===== src/rtl/pulse_monitor_if.sv =====
// rtl/pulse_monitor_if.sv - pulse monitor signal bundle
// The master side drives the pulse/err/clr inputs; the slave side is the monitor.
interface pulse_monitor_if #(
  parameter int CBITS  = 15,
  parameter int PCBITS = 8
);
  logic              sig;
  logic              err;
  logic              clr;
  logic              lock;
  logic              fault;
  logic [1:0]        fault_code;
  logic              good;
  logic [PCBITS-1:0] pulse_cnt;
  logic [CBITS:0]    period_last;

  modport master (
    output sig, err, clr,
    input  lock, fault, fault_code, good, pulse_cnt, period_last
  );

  modport slave (
    input  sig, err, clr,
    output lock, fault, fault_code, good, pulse_cnt, period_last
  );
endinterface


===== src/rtl/pulse_monitor.sv =====
// rtl/pulse_monitor.sv - period checker for the delay-stage pulse train
// Locks after LOCK_CNT in-tolerance intervals and latches EARLY/LATE/ERR faults until cleared.
module pulse_monitor #(
  parameter int N        = 22500,
  parameter int CBITS    = 15,
  parameter int TOL      = 2,
  parameter int LOCK_CNT = 3,
  parameter int PCBITS   = 8
) (
  input  logic            clk,
  input  logic            rst,
  pulse_monitor_if.slave  mon
);
  localparam int IW = CBITS + 1;
  localparam int P  = N + 1;
  localparam int RW = (LOCK_CNT < 2) ? 1 : $clog2(LOCK_CNT + 1);
  localparam logic [IW-1:0] LO = IW'(P - TOL);
  localparam logic [IW-1:0] HI = IW'(P + TOL);

  typedef enum logic [1:0] {IDLE, ARMED, LOCKED, FAULT} state_t;

  state_t            state;
  logic [IW-1:0]     ivl;
  logic [RW-1:0]     run;
  logic              lock_q;
  logic              fault_q;
  logic [1:0]        code_q;
  logic              good_q;
  logic [PCBITS-1:0] cnt_q;
  logic [IW-1:0]     plast_q;

  logic is_good;
  logic is_early;
  logic is_late;

  // ivl is the count since the previous sig, so it is judged before reload
  assign is_good  = mon.sig && (ivl >= LO) && (ivl <= HI);
  assign is_early = mon.sig && (ivl < LO);
  assign is_late  = !mon.sig && (ivl > HI);

  always_ff @(posedge clk) begin
    if (rst) begin
      state   <= IDLE;
      ivl     <= '0;
      run     <= '0;
      lock_q  <= 1'b0;
      fault_q <= 1'b0;
      code_q  <= 2'b00;
      good_q  <= 1'b0;
      cnt_q   <= '0;
      plast_q <= '0;
    end else begin
      good_q <= 1'b0;
      if (mon.sig)
        ivl <= IW'(1);
      else if (ivl != '1)
        ivl <= ivl + 1'b1;

      case (state)
        IDLE: begin
          if (mon.sig) begin
            state <= ARMED;
            run   <= '0;
          end
        end
        ARMED: begin
          if (mon.sig)
            plast_q <= ivl;
          if (mon.err) begin
            state   <= FAULT;
            fault_q <= 1'b1;
            code_q  <= 2'b11;
          end else if (is_good) begin
            good_q <= 1'b1;
            cnt_q  <= cnt_q + 1'b1;
            if (int'(run) + 1 >= LOCK_CNT) begin
              state  <= LOCKED;
              lock_q <= 1'b1;
              run    <= '0;
            end else begin
              run <= run + 1'b1;
            end
          end else if (is_early) begin
            run <= '0;
          end else if (is_late) begin
            state <= IDLE;
            run   <= '0;
          end
        end
        LOCKED: begin
          if (mon.sig)
            plast_q <= ivl;
          if (mon.err || is_early || is_late) begin
            state   <= FAULT;
            lock_q  <= 1'b0;
            fault_q <= 1'b1;
            code_q  <= mon.err ? 2'b11 : (is_early ? 2'b01 : 2'b10);
          end else if (is_good) begin
            good_q <= 1'b1;
            cnt_q  <= cnt_q + 1'b1;
          end
        end
        FAULT: begin
          if (mon.clr) begin
            state   <= IDLE;
            fault_q <= 1'b0;
            code_q  <= 2'b00;
          end
        end
        default: state <= IDLE;
      endcase
    end
  end

  assign mon.lock        = lock_q;
  assign mon.fault       = fault_q;
  assign mon.fault_code  = code_q;
  assign mon.good        = good_q;
  assign mon.pulse_cnt   = cnt_q;
  assign mon.period_last = plast_q;
endmodule


===== src/flat_wrapper.sv =====
// flat-port wrapper written by rule: the top's interface ports become plain ports
module pulse_monitor_flat 
#(
  parameter int N        = 22500,
  parameter int CBITS    = 15,
  parameter int TOL      = 2,
  parameter int LOCK_CNT = 3,
  parameter int PCBITS   = 8
)
  (clk, rst, mon_sig, mon_err, mon_clr, mon_lock, mon_fault, mon_fault_code, mon_good, mon_pulse_cnt, mon_period_last);
  pulse_monitor_if #(.CBITS(CBITS), .PCBITS(PCBITS)) mon_i ();
  input  logic clk;
  input  logic rst;
  input wire logic [$bits(mon_i.sig)-1:0] mon_sig;
  input wire logic [$bits(mon_i.err)-1:0] mon_err;
  input wire logic [$bits(mon_i.clr)-1:0] mon_clr;
  output wire logic [$bits(mon_i.lock)-1:0] mon_lock;
  output wire logic [$bits(mon_i.fault)-1:0] mon_fault;
  output wire logic [$bits(mon_i.fault_code)-1:0] mon_fault_code;
  output wire logic [$bits(mon_i.good)-1:0] mon_good;
  output wire logic [$bits(mon_i.pulse_cnt)-1:0] mon_pulse_cnt;
  output wire logic [$bits(mon_i.period_last)-1:0] mon_period_last;
  assign mon_i.sig = mon_sig;
  assign mon_i.err = mon_err;
  assign mon_i.clr = mon_clr;
  assign mon_lock = mon_i.lock;
  assign mon_fault = mon_i.fault;
  assign mon_fault_code = mon_i.fault_code;
  assign mon_good = mon_i.good;
  assign mon_pulse_cnt = mon_i.pulse_cnt;
  assign mon_period_last = mon_i.period_last;
  pulse_monitor #(.N(N), .CBITS(CBITS), .TOL(TOL), .LOCK_CNT(LOCK_CNT), .PCBITS(PCBITS)) u_core (.clk(clk), .rst(rst), .mon(mon_i));
endmodule

===== config.mk =====
export PLATFORM = sky130hd
export DESIGN_NAME = pulse_monitor_flat
export DESIGN_NICKNAME = d
export VERILOG_FILES = /design/src/rtl/pulse_monitor_if.sv /design/src/rtl/pulse_monitor.sv /design/src/flat_wrapper.sv
export SDC_FILE = /design/constraint.sdc
export NUM_CORES = 1
export LEC_CHECK = 0
export CORE_MARGIN = 3
export CORE_UTILIZATION = 49
export CTS_CLUSTER_DIAMETER = 60
export DETAILED_ROUTE_END_ITERATION = 16
export PLACE_DENSITY = 0.76
export RECOVER_POWER = 100
export SETUP_SLACK_MARGIN = 0.2
export SYNTH_ARGS = -nofsm -noshare
export SYNTH_HDL_FRONTEND = slang
export SYNTH_SLANG_ARGS = --single-unit
export TNS_END_PERCENT = 100

===== constraint.sdc =====
create_clock -name clk -period 2.3 [get_ports clk]
set_input_delay 0.575 -clock clk [delete_from_list [all_inputs] [get_ports clk]]
set_output_delay 0.575 -clock clk [all_outputs]
set_load 0.03 [all_outputs]

Word-level counts from Yosys, hierarchy flattened
Index checks and enable logic that the tools add are counted.

word-level totals
  register bits after elaboration = 49
  logic and storage cells = 94
  output and inout port bits = 29

cells by class
  equal/unequal tests = 16
  mux-type cells = 39
  add/subtract/negate cells = 4
  reduce and logical (&&, ||, !) cells = 20
  magnitude comparators = 5

operators with widths
  kind                                                                                    count
  2-bit two-way mux                                                                       17
  32-bit by 3-bit greater-or-equal comparator with 1-bit output (second input constant)   1
  8-bit two-way mux                                                                       3
  16-bit by 1-bit adder with 16-bit output (second input constant)                        1
  16-bit by 15-bit greater-or-equal comparator with 1-bit output (second input constant)  1
  16-bit by 15-bit > comparator with 1-bit output (second input constant)                 1
  16-bit by 15-bit <= comparator with 1-bit output (second input constant)                1
  16-bit by 15-bit < comparator with 1-bit output (second input constant)                 1
  16-bit != test (second input constant)                                                  1
  8-bit case mux with 2 select lines                                                      1
  1-bit two-way mux                                                                       12
  2-bit != test (second input constant)                                                   5
  8-bit by 1-bit adder with 8-bit output (second input constant)                          1
  2-bit case mux with 4 select lines                                                      1
  4-bit AND reduction                                                                     2
  2-bit by 1-bit != test with 1-bit output (second input constant)                        3
  2-bit case mux with 3 select lines                                                      1
  6-bit AND reduction                                                                     1
  2-bit nonzero test                                                                      3
  5-bit AND reduction                                                                     1
  2-bit == test (second input constant)                                                   2
  1-bit logical AND                                                                       4
  4-bit by 1-bit != test with 1-bit output (second input constant)                        1
  4-bit by 2-bit != test with 1-bit output (second input constant)                        1
  other kinds (15)                                                                        18

Depth between registers and ports, before layout
Gate-level depths: netlist of the first run.

  depth after elaboration = 7
  depth in mapped cells = 9
  depth with buffers taken out = 8

Worst setup path before layout of the first run
OpenSTA, ideal clock, no wires.

  path kind = register -> register
  from = register u_core.ivl[12]
  to = register u_core.run[1]
  stages on the path, launching flop included = 7
  path slack = 24 ps
  data required time = 2233 ps
  arrival time = 2208 ps
  clock period less this slack = 2276 ps
  path through = dfxtp_1 > or3b_4 > nor4_4 > a21oi_2 > or4_4 > a2111o_1 > a21oi_2

between the ends
  cells in the longest elaborated chain, start to end = 6
  elaborated cells between the ends (all ways) = 14
  those cells by class = 4 x order compare; 1 x eq/ne; 4 x mux; 5 x reduce/logical

RTL lines
  element                                                                                                                                   RTL line                                  RTL
  start, declared                                                                                                                           pulse_monitor.sv:23                       logic [IW-1:0] ivl;
  start signal, assigned                                                                                                                    pulse_monitor.sv:57                       ivl <= ivl + 1'b1;
  16-bit by 15-bit < comparator with 1-bit output / 16-bit by 15-bit greater-or-equal comparator with 1-bit output (equally long branches)  pulse_monitor.sv:38, pulse_monitor.sv:37
  1-bit logical AND, on equally long branches                                                                                               pulse_monitor.sv:38, pulse_monitor.sv:37
  2-bit two-way mux / 1-bit logical AND (equally long branches)                                                                             pulse_monitor.sv:83, pulse_monitor.sv:37
  2-bit two-way mux                                                                                                                         pulse_monitor.sv:73                       end else if (is_good) begin
  2-bit two-way mux                                                                                                                         pulse_monitor.sv:69                       if (mon.err) begin
  2-bit case mux with 2 select lines                                                                                                        pulse_monitor.sv:59                       case (state)
  end signal, assigned                                                                                                                      pulse_monitor.sv:81                       run <= run + 1'b1;
  end, declared                                                                                                                             pulse_monitor.sv:24                       logic [RW-1:0] run;

Parallel ways exist; a longest one is shown, timed or not. The select of a mux whose other input is x is not followed.
A chain may end at the register's enable or synchronous reset.

Final worst setup path of the first run
  from = input port mon_sig
  to = register u_core.run[1]

between the ends
  cells in the longest elaborated chain, start to end = 5
  elaborated cells between the ends (all ways) = 12
  those cells by class = 2 x eq/ne; 4 x mux; 6 x reduce/logical

RTL lines
  element                                                        RTL line                                  RTL
  start, declared                                                flat_wrapper.sv:14                        input wire logic [$bits(mon_i.sig)-1:0] mon_sig;
  1-bit logical AND, on equally long branches                    pulse_monitor.sv:38, pulse_monitor.sv:37
  2-bit two-way mux / 1-bit logical AND (equally long branches)  pulse_monitor.sv:83, pulse_monitor.sv:37
  2-bit two-way mux                                              pulse_monitor.sv:73
  2-bit two-way mux                                              pulse_monitor.sv:69
  2-bit case mux with 2 select lines                             pulse_monitor.sv:59

Parallel ways exist; a longest one is shown, timed or not. The select of a mux whose other input is x is not followed.

==> results of run 1 <==
-- worst min-delay path, delay by kind of cell, from the launching register on --
family / cells / cell delay, ps
flip-flops: 1 / 310
AO/OA/AOI/OAI: 1 / 50
AND/OR/NAND/NOR: 1 / 50
-- final cells by class --
cell class / count / area (µm²) / area share (%)
clock inverters: 1 / 5.00 / 0.165
flip-flops and latches: 49 / 988 / 32.6
well taps: 52 / 65.1 / 2.15
clock buffers: 7 / 96.3 / 3.18
repair buffers: 58 / 510 / 16.8
inverters: 8 / 30.0 / 0.991
multi-input cells: 223 / 1340 / 44.1
-- synth_stat cells (2+ instances only) --
library cell  number
a21o_1             2
a21oi_1           26
a21oi_2            2
a31oi_1            2
and3_1             3
clkbuf_1          12
dfxtp_1           49
ha_1               7
inv_1              8
mux2i_1            5
nand2_1           54
nand2b_1           5
nand3_1           14
nand4_1            7
nor2_1            34
nor3_1             5
nor3b_1            3
nor4_1             3
o21ai_0            7
or2_2              2
or3_1              2
xnor2_1            9
xor2_1             7
-- kinds of logic after synthesis --
| family | Yosys count | share of synthesized area [%] |
|---|---|---|
| AND/OR/NAND/NOR | 143 | 29.4 |
| AO/OA/AOI/OAI | 51 | 13.5 |
| flip-flops | 49 | 41.6 |
| buffers and inverters | 20 | 3.19 |
| XOR/XNOR | 16 | 5.95 |
| adder cells (fa/ha/maj) | 7 | 3.72 |
| multiplexers | 6 | 2.60 |
-- flip-flops by register name, indices dropped and copies added, names as in the netlist, named ones only --
| register | flops |
|---|---|
| u_core.mon.good | 1 |
| u_core.mon.fault_code | 2 |
| u_core.mon.lock | 1 |
| u_core.mon.fault | 1 |
| u_core.ivl | 16 |
| u_core.run | 2 |
| u_core.mon.period_last | 16 |
| u_core.state | 1 |
| u_core.mon.pulse_cnt | 8 |
-- worst paths after layout --
path,cells after the start,slack (ps),start,endpoint
max reg2reg,6,180,u_core.ivl[13],u_core.run[1]
min,2,450,u_core.mon.period_last[7],u_core.mon.period_last[7]
max,5,130,mon_sig,u_core.run[1]
min reg2reg,2,450,u_core.mon.period_last[7],u_core.mon.period_last[7]
-- power groups by stage --
stage,clock network (mW),registers (mW),logic (mW)
after CTS,0.565,0.890,0.287
after global routing,0.603,0.892,0.316
after detailed placement,0,0.910,0.284
final,0.553,0.890,0.287
after floorplan,0,0.943,0.153
after global placement,0,0.909,0.284
-- per-layer routing --
metal / vias to the layer above / GRT usage [%] / routed length (µm)
met1: 1014 / 28.1 / 2700
li1: 1109 / - / -
met4: 0 / 6.02 / 57
met5: - / 0 / 0
met3: 7 / 3.69 / 189
met2: 46 / 31.1 / 2430
-- per-stage QoR --
stage / total power, mW / setup WS (ps) / util [%] / cell area, µm² / hold WS [ps]
final: 1.73 / 130 / 67.3 / 3030 / 452
after global routing: 1.81 / 87.0 / 67.3 / 3030 / 480
after CTS: 1.74 / 192 / 66.5 / 3000 / 459
after detailed placement: 1.19 / -40.7 / 64.2 / 2890 / 446
after global placement: 1.19 / -35.2 / 64.2 / 2890 / 442
after floorplan: 1.10 / 103 / - / 2360 / 453
-- repair_timing --
action | CTS | global route
buffers inserted | 0 | 1
endpoints found under the setup margin | 2 | 19
pin swaps | 1 | 5
resized for setup | 1 | 15
==> impl_metrics.py, run 1 <==
metrics = {
    "logic_synthesis": {
        "synth_nets": 304,
        "synth.distinct_cells": 47,
        "syn_avg_cell_area_um2": 8.07,
        "yosysWarnings": 0,
        "async_reset_ff_share_pct": 0,
        "synth_top_area_cell": "dfxtp_1",
        "synth.area.top_cells": "dfxtp_1, nand2_1, a21oi_1",
        "synth_ff_type": "dfxtp_1",
        "synth_edf_count": 0,
        "ys_ff_latch": 49,
        "synth_top_area_share_pct": 41.6,
        "syn_area_um2": 2360,
        "synth_cells": 292,
        "ys_seq_area_share_pct": 41.6,
    },
    "critical_path": {
        "cp_max_fo": 4,
        "worstSetupPathType": "input pin to flip-flop",
        "end_kind": "flip-flop",
        "start_kind": "input pin",
        "critPathTopFamily": "buffers and inverters",
        "required_ps": 2540,
        "path_cells": "dlygate4sd3_1 -> clkbuf_4 -> or4_4 -> a2111o_1 -> a21oi_2",
        "critPathBufInv": 2,
        "critPathMaxStageDelay_ps": 600,
        "slowest_stage": "dlygate4sd3_1",
        "worstPathArrival_ps": 2410,
    },
    "outcome": {
        "status": "finished, final reports clean",
    },
    "cts": {
        "clk-insertion-delay-late_ps": 300,
        "cts.htree.levels": 2,
        "cts_buffer_depth": 2,
        "path_clk_slew_ps": 90,
        "cts-buffers-inserted": 5,
        "cts_tree": "done",
        "root_buffer": "clkbuf_8",
        "numClockSinks": 49,
        "cts_hold_buf": 0,
    },
    "power": {
        "pwr-share-seq_pct": 51.4,
        "comb_power_share_pct": 16.6,
        "p_sw_share_pct": 27.4,
        "power.density_nw_per_um2": 571,
        "ir_drop_v": 0.000355,
        "p_leak_nw": 1.17,
        "power.internal_mw": 1.26,
        "clockPowerShare_pct": 32.0,
        "power.switching_mw": 0.474,
    },
    "floorplanning": {
        "core_um2": 4500,
        "rows": 24,
        "ios": 34,
        "design.die.area_um2": 5680,
        "fp.dieH_um": 75.3,
        "start_util_pct": 52.3,
        "die_w_um": 75.3,
    },
    "final_layout": {
        "mostFrequentLayoutCells": "nand2_1, dfxtp_1, nor2_1, dlygate4sd3_1, a21oi_1",
        "fin_cells": 398,
        "drive_gt1_share_pct": 15.9,
        "antenna_cells": 0,
        "final_common_cell": "nand2_1",
        "fillCellCount": 402,
        "layout.nets": 357,
        "syn2layout_area_growth_pct": 28.7,
    },
    "place": {
        "place_congestion": 0.856,
        "numPortBuffers": 33,
        "place_inst": 389,
        "hpwlAfterDp_um": 3810,
    },
    "sta": {
        "fin_crit_ps": 2170,
        "max_clock_freq_ghz": 0.461,
        "slew_violations": 0,
        "max_slew_margin_pct": 65.1,
        "finalHoldViolCount": 0,
        "skew_ps": 7.90,
        "fin_crit_sh_pct": 94.4,
        "worstMarginPinSlew_ps": 523,
        "rsz0062_at_grt": "true",
        "final-setup-viol-count": 0,
        "setup_tns_ps": 0,
    },
    "grt": {
        "antenna_found_initial": 0,
        "grt_pass1_wl_um": 8890,
        "grt_use_total_pct": 19.9,
        "grt_pass1_vias": 1959,
        "grt_max_degree": 21,
        "overflow": 0,
    },
    "route": {
        "dr.pass1.iters": 4,
        "drc": 0,
        "vias": 2176,
        "drt-vias-per-instance": 5.47,
        "finalWirelength_um": 5380,
        "drt_iter0_markers": 131,
        "final_antenna_net_count": 0,
        "wire_per_inst_um": 13.5,
    },
    "hold_path": {
        "hp-class": "flip-flop to flip-flop",
    },
    "flow_run": {
        "max-cap-violations": 0,
    },
}
Power figures use the tool's default switching activity.
==> run 2, diff against run 1 <==
- CORE_ASPECT_RATIO: default -> 0.8
- CTS_CLUSTER_DIAMETER: 60 -> 80
==> run 2 against run 1 <==
  * First-iteration DRC count rose by 9.9%
  * Via count grew 0.97%
  * Global-route usage fell by 0.78 points
  * Hold slack worse by 1.3 ps
  * Non-clock buffer count rose by 4
  * Clock-buffer cell count is 2 lower
  * Design area up 1.4%
  * Register-to-register slack hardly changed
  * Largest power group unchanged
==> impl_metrics.py, run 2 (same netlist as run 1, synthesis figures left out) <==
metrics = {
    "outcome": {
        "status": "finished, final reports clean",
    },
    "route": {
        "drt-vias-per-instance": 5.40,
        "vias": 2197,
        "dr.pass1.iters": 4,
        "final_antenna_net_count": 0,
        "drt_iter0_markers": 144,
        "drc": 0,
        "finalWirelength_um": 5460,
        "wire_per_inst_um": 13.4,
    },
    "cts": {
        "numClockSinks": 49,
        "clk-insertion-delay-late_ps": 300,
        "cts_tree": "done",
        "cts-buffers-inserted": 5,
        "root_buffer": "clkbuf_8",
        "cts_buffer_depth": 2,
        "path_clk_slew_ps": 90,
        "cts.htree.levels": 2,
        "cts_hold_buf": 0,
    },
    "sta": {
        "fin_crit_ps": 2130,
        "max_slew_margin_pct": 40.6,
        "final-setup-viol-count": 0,
        "max_clock_freq_ghz": 0.470,
        "slew_violations": 0,
        "worstMarginPinSlew_ps": 891,
        "fin_crit_sh_pct": 92.5,
        "finalHoldViolCount": 0,
        "rsz0062_at_grt": "true",
        "setup_tns_ps": 0,
        "skew_ps": 7.56,
    },
    "final_layout": {
        "mostFrequentLayoutCells": "nand2_1, dfxtp_1, nor2_1, dlygate4sd3_1, buf_4",
        "fillCellCount": 361,
        "drive_gt1_share_pct": 18.0,
        "finish.utilization_pct": 69.6,
        "ff_latch_area_um2": 986,
        "final_common_cell": "nand2_1",
        "syn2layout_area_growth_pct": 30.4,
        "final_cell_area_um2": 3070,
        "antenna_cells": 0,
        "multi_input_area_um2": 1350,
        "layout.nets": 361,
    },
    "floorplanning": {
        "ios": 34,
        "die_w_um": 83.5,
        "design.die.area_um2": 5680,
        "start_util_pct": 53.4,
        "rows": 21,
        "core_um2": 4410,
        "fp.dieH_um": 68.0,
    },
    "critical_path": {
        "end_kind": "flip-flop",
        "cp_max_fo": 15,
        "worstPathArrival_ps": 2280,
        "required_ps": 2450,
        "start_kind": "input pin",
        "worstSetupPathType": "input pin to flip-flop",
        "r2r_slack_ps": 180,
    },
    "grt": {
        "grt_use_total_pct": 19.1,
        "grt_pass1_wl_um": 8750,
        "grt_pass1_vias": 1893,
        "grt_max_degree": 18,
        "overflow": 0,
        "antenna_found_initial": 0,
    },
    "power": {
        "ir_drop_v": 0.000285,
        "power.density_nw_per_um2": 545,
        "power.switching_mw": 0.476,
        "pwr-share-seq_pct": 53.2,
        "p_leak_nw": 1.20,
        "p_sw_share_pct": 28.4,
        "clockPowerShare_pct": 28.9,
        "power_mw": 1.67,
        "power.internal_mw": 1.20,
        "comb_power_share_pct": 17.9,
    },
    "place": {
        "post_dp_cell_area_um2": 2880,
        "hpwlAfterDp_um": 3840,
        "numPortBuffers": 33,
        "place_congestion": 0.855,
    },
    "flow_run": {
        "max-cap-violations": 0,
    },
    "hold_path": {
        "hp-class": "flip-flop to flip-flop",
    },
}
-- run 2: path summary, 6_finish.rpt --
kind	from	end	cells past startpoint
setup / recovery	mon_sig	u_core.ivl[2]	5
hold reg to reg	u_core.mon.period_last[9]	u_core.mon.period_last[9]	2
hold / removal	u_core.mon.period_last[9]	u_core.mon.period_last[9]	2
setup reg to reg	u_core.ivl[4]	flip-flop	6
-- run 2: worst max-delay path, stage by stage --
cell           delay, ps
dlygate4sd3_1        590
clkbuf_4             160
buf_4                120
or2_0                690
nor3_1               140
-- run 2: cell type report --
type	count	share of cell area [%]
timing repair buffer	62	17.8
sequential	49	32.1
multi-input combinational	223	44.0
tap	57	2.32
clock buffer	5	2.24
clock inverter	3	0.570
inverter	8	0.977
-- run 2: metal layers --
layer | global-route usage [%] | wire length, µm | up-vias
met1 | 27.0 | 2780 | 999
met5 | 0 | 0 | -
li1 | - | - | 1126
met2 | 29.2 | 2280 | 63
met4 | 6.02 | 76 | 0
met3 | 4.57 | 336 | 9
-- run 2: per-stage QoR --
| stage | instances | setup slack, ps | hold slack [ps] |
|---|---|---|---|
| after floorplan | 292 | 103 | 453 |
| after global placement | 392 | -135 | 442 |
| after detailed placement | 392 | -72.5 | 447 |
| after CTS | 401 | 216 | 459 |
| after global routing | 407 | 25.3 | 470 |
| final | 407 | 172 | 451 |
-- run 2: power by group through the flow --
| stage | registers, mW | logic (mW) | clock network [mW] |
|---|---|---|---|
| after global placement | 0.910 | 0.282 | 0 |
| after global routing | 0.894 | 0.325 | 0.537 |
| final | 0.890 | 0.299 | 0.484 |
| after detailed placement | 0.910 | 0.286 | 0 |
| after floorplan | 0.943 | 0.153 | 0 |
| after CTS | 0.890 | 0.289 | 0.499 |
-- run 2: timing repair --
action | CTS | global route
endpoints found under the hold margin | 0 | 0
gates cloned | 0 | 0
resized for setup | 2 | 18
endpoints found under the setup margin | 6 | 21
setup buffers | 1 | 6
pin swaps | 2 | 3
==> run 3, diff against run 2 <==
- CTS_CLUSTER_DIAMETER: 80 -> default
==> results of run 3 <==
Same layout as run 2: the final DEF is identical, and so are final timing and power.
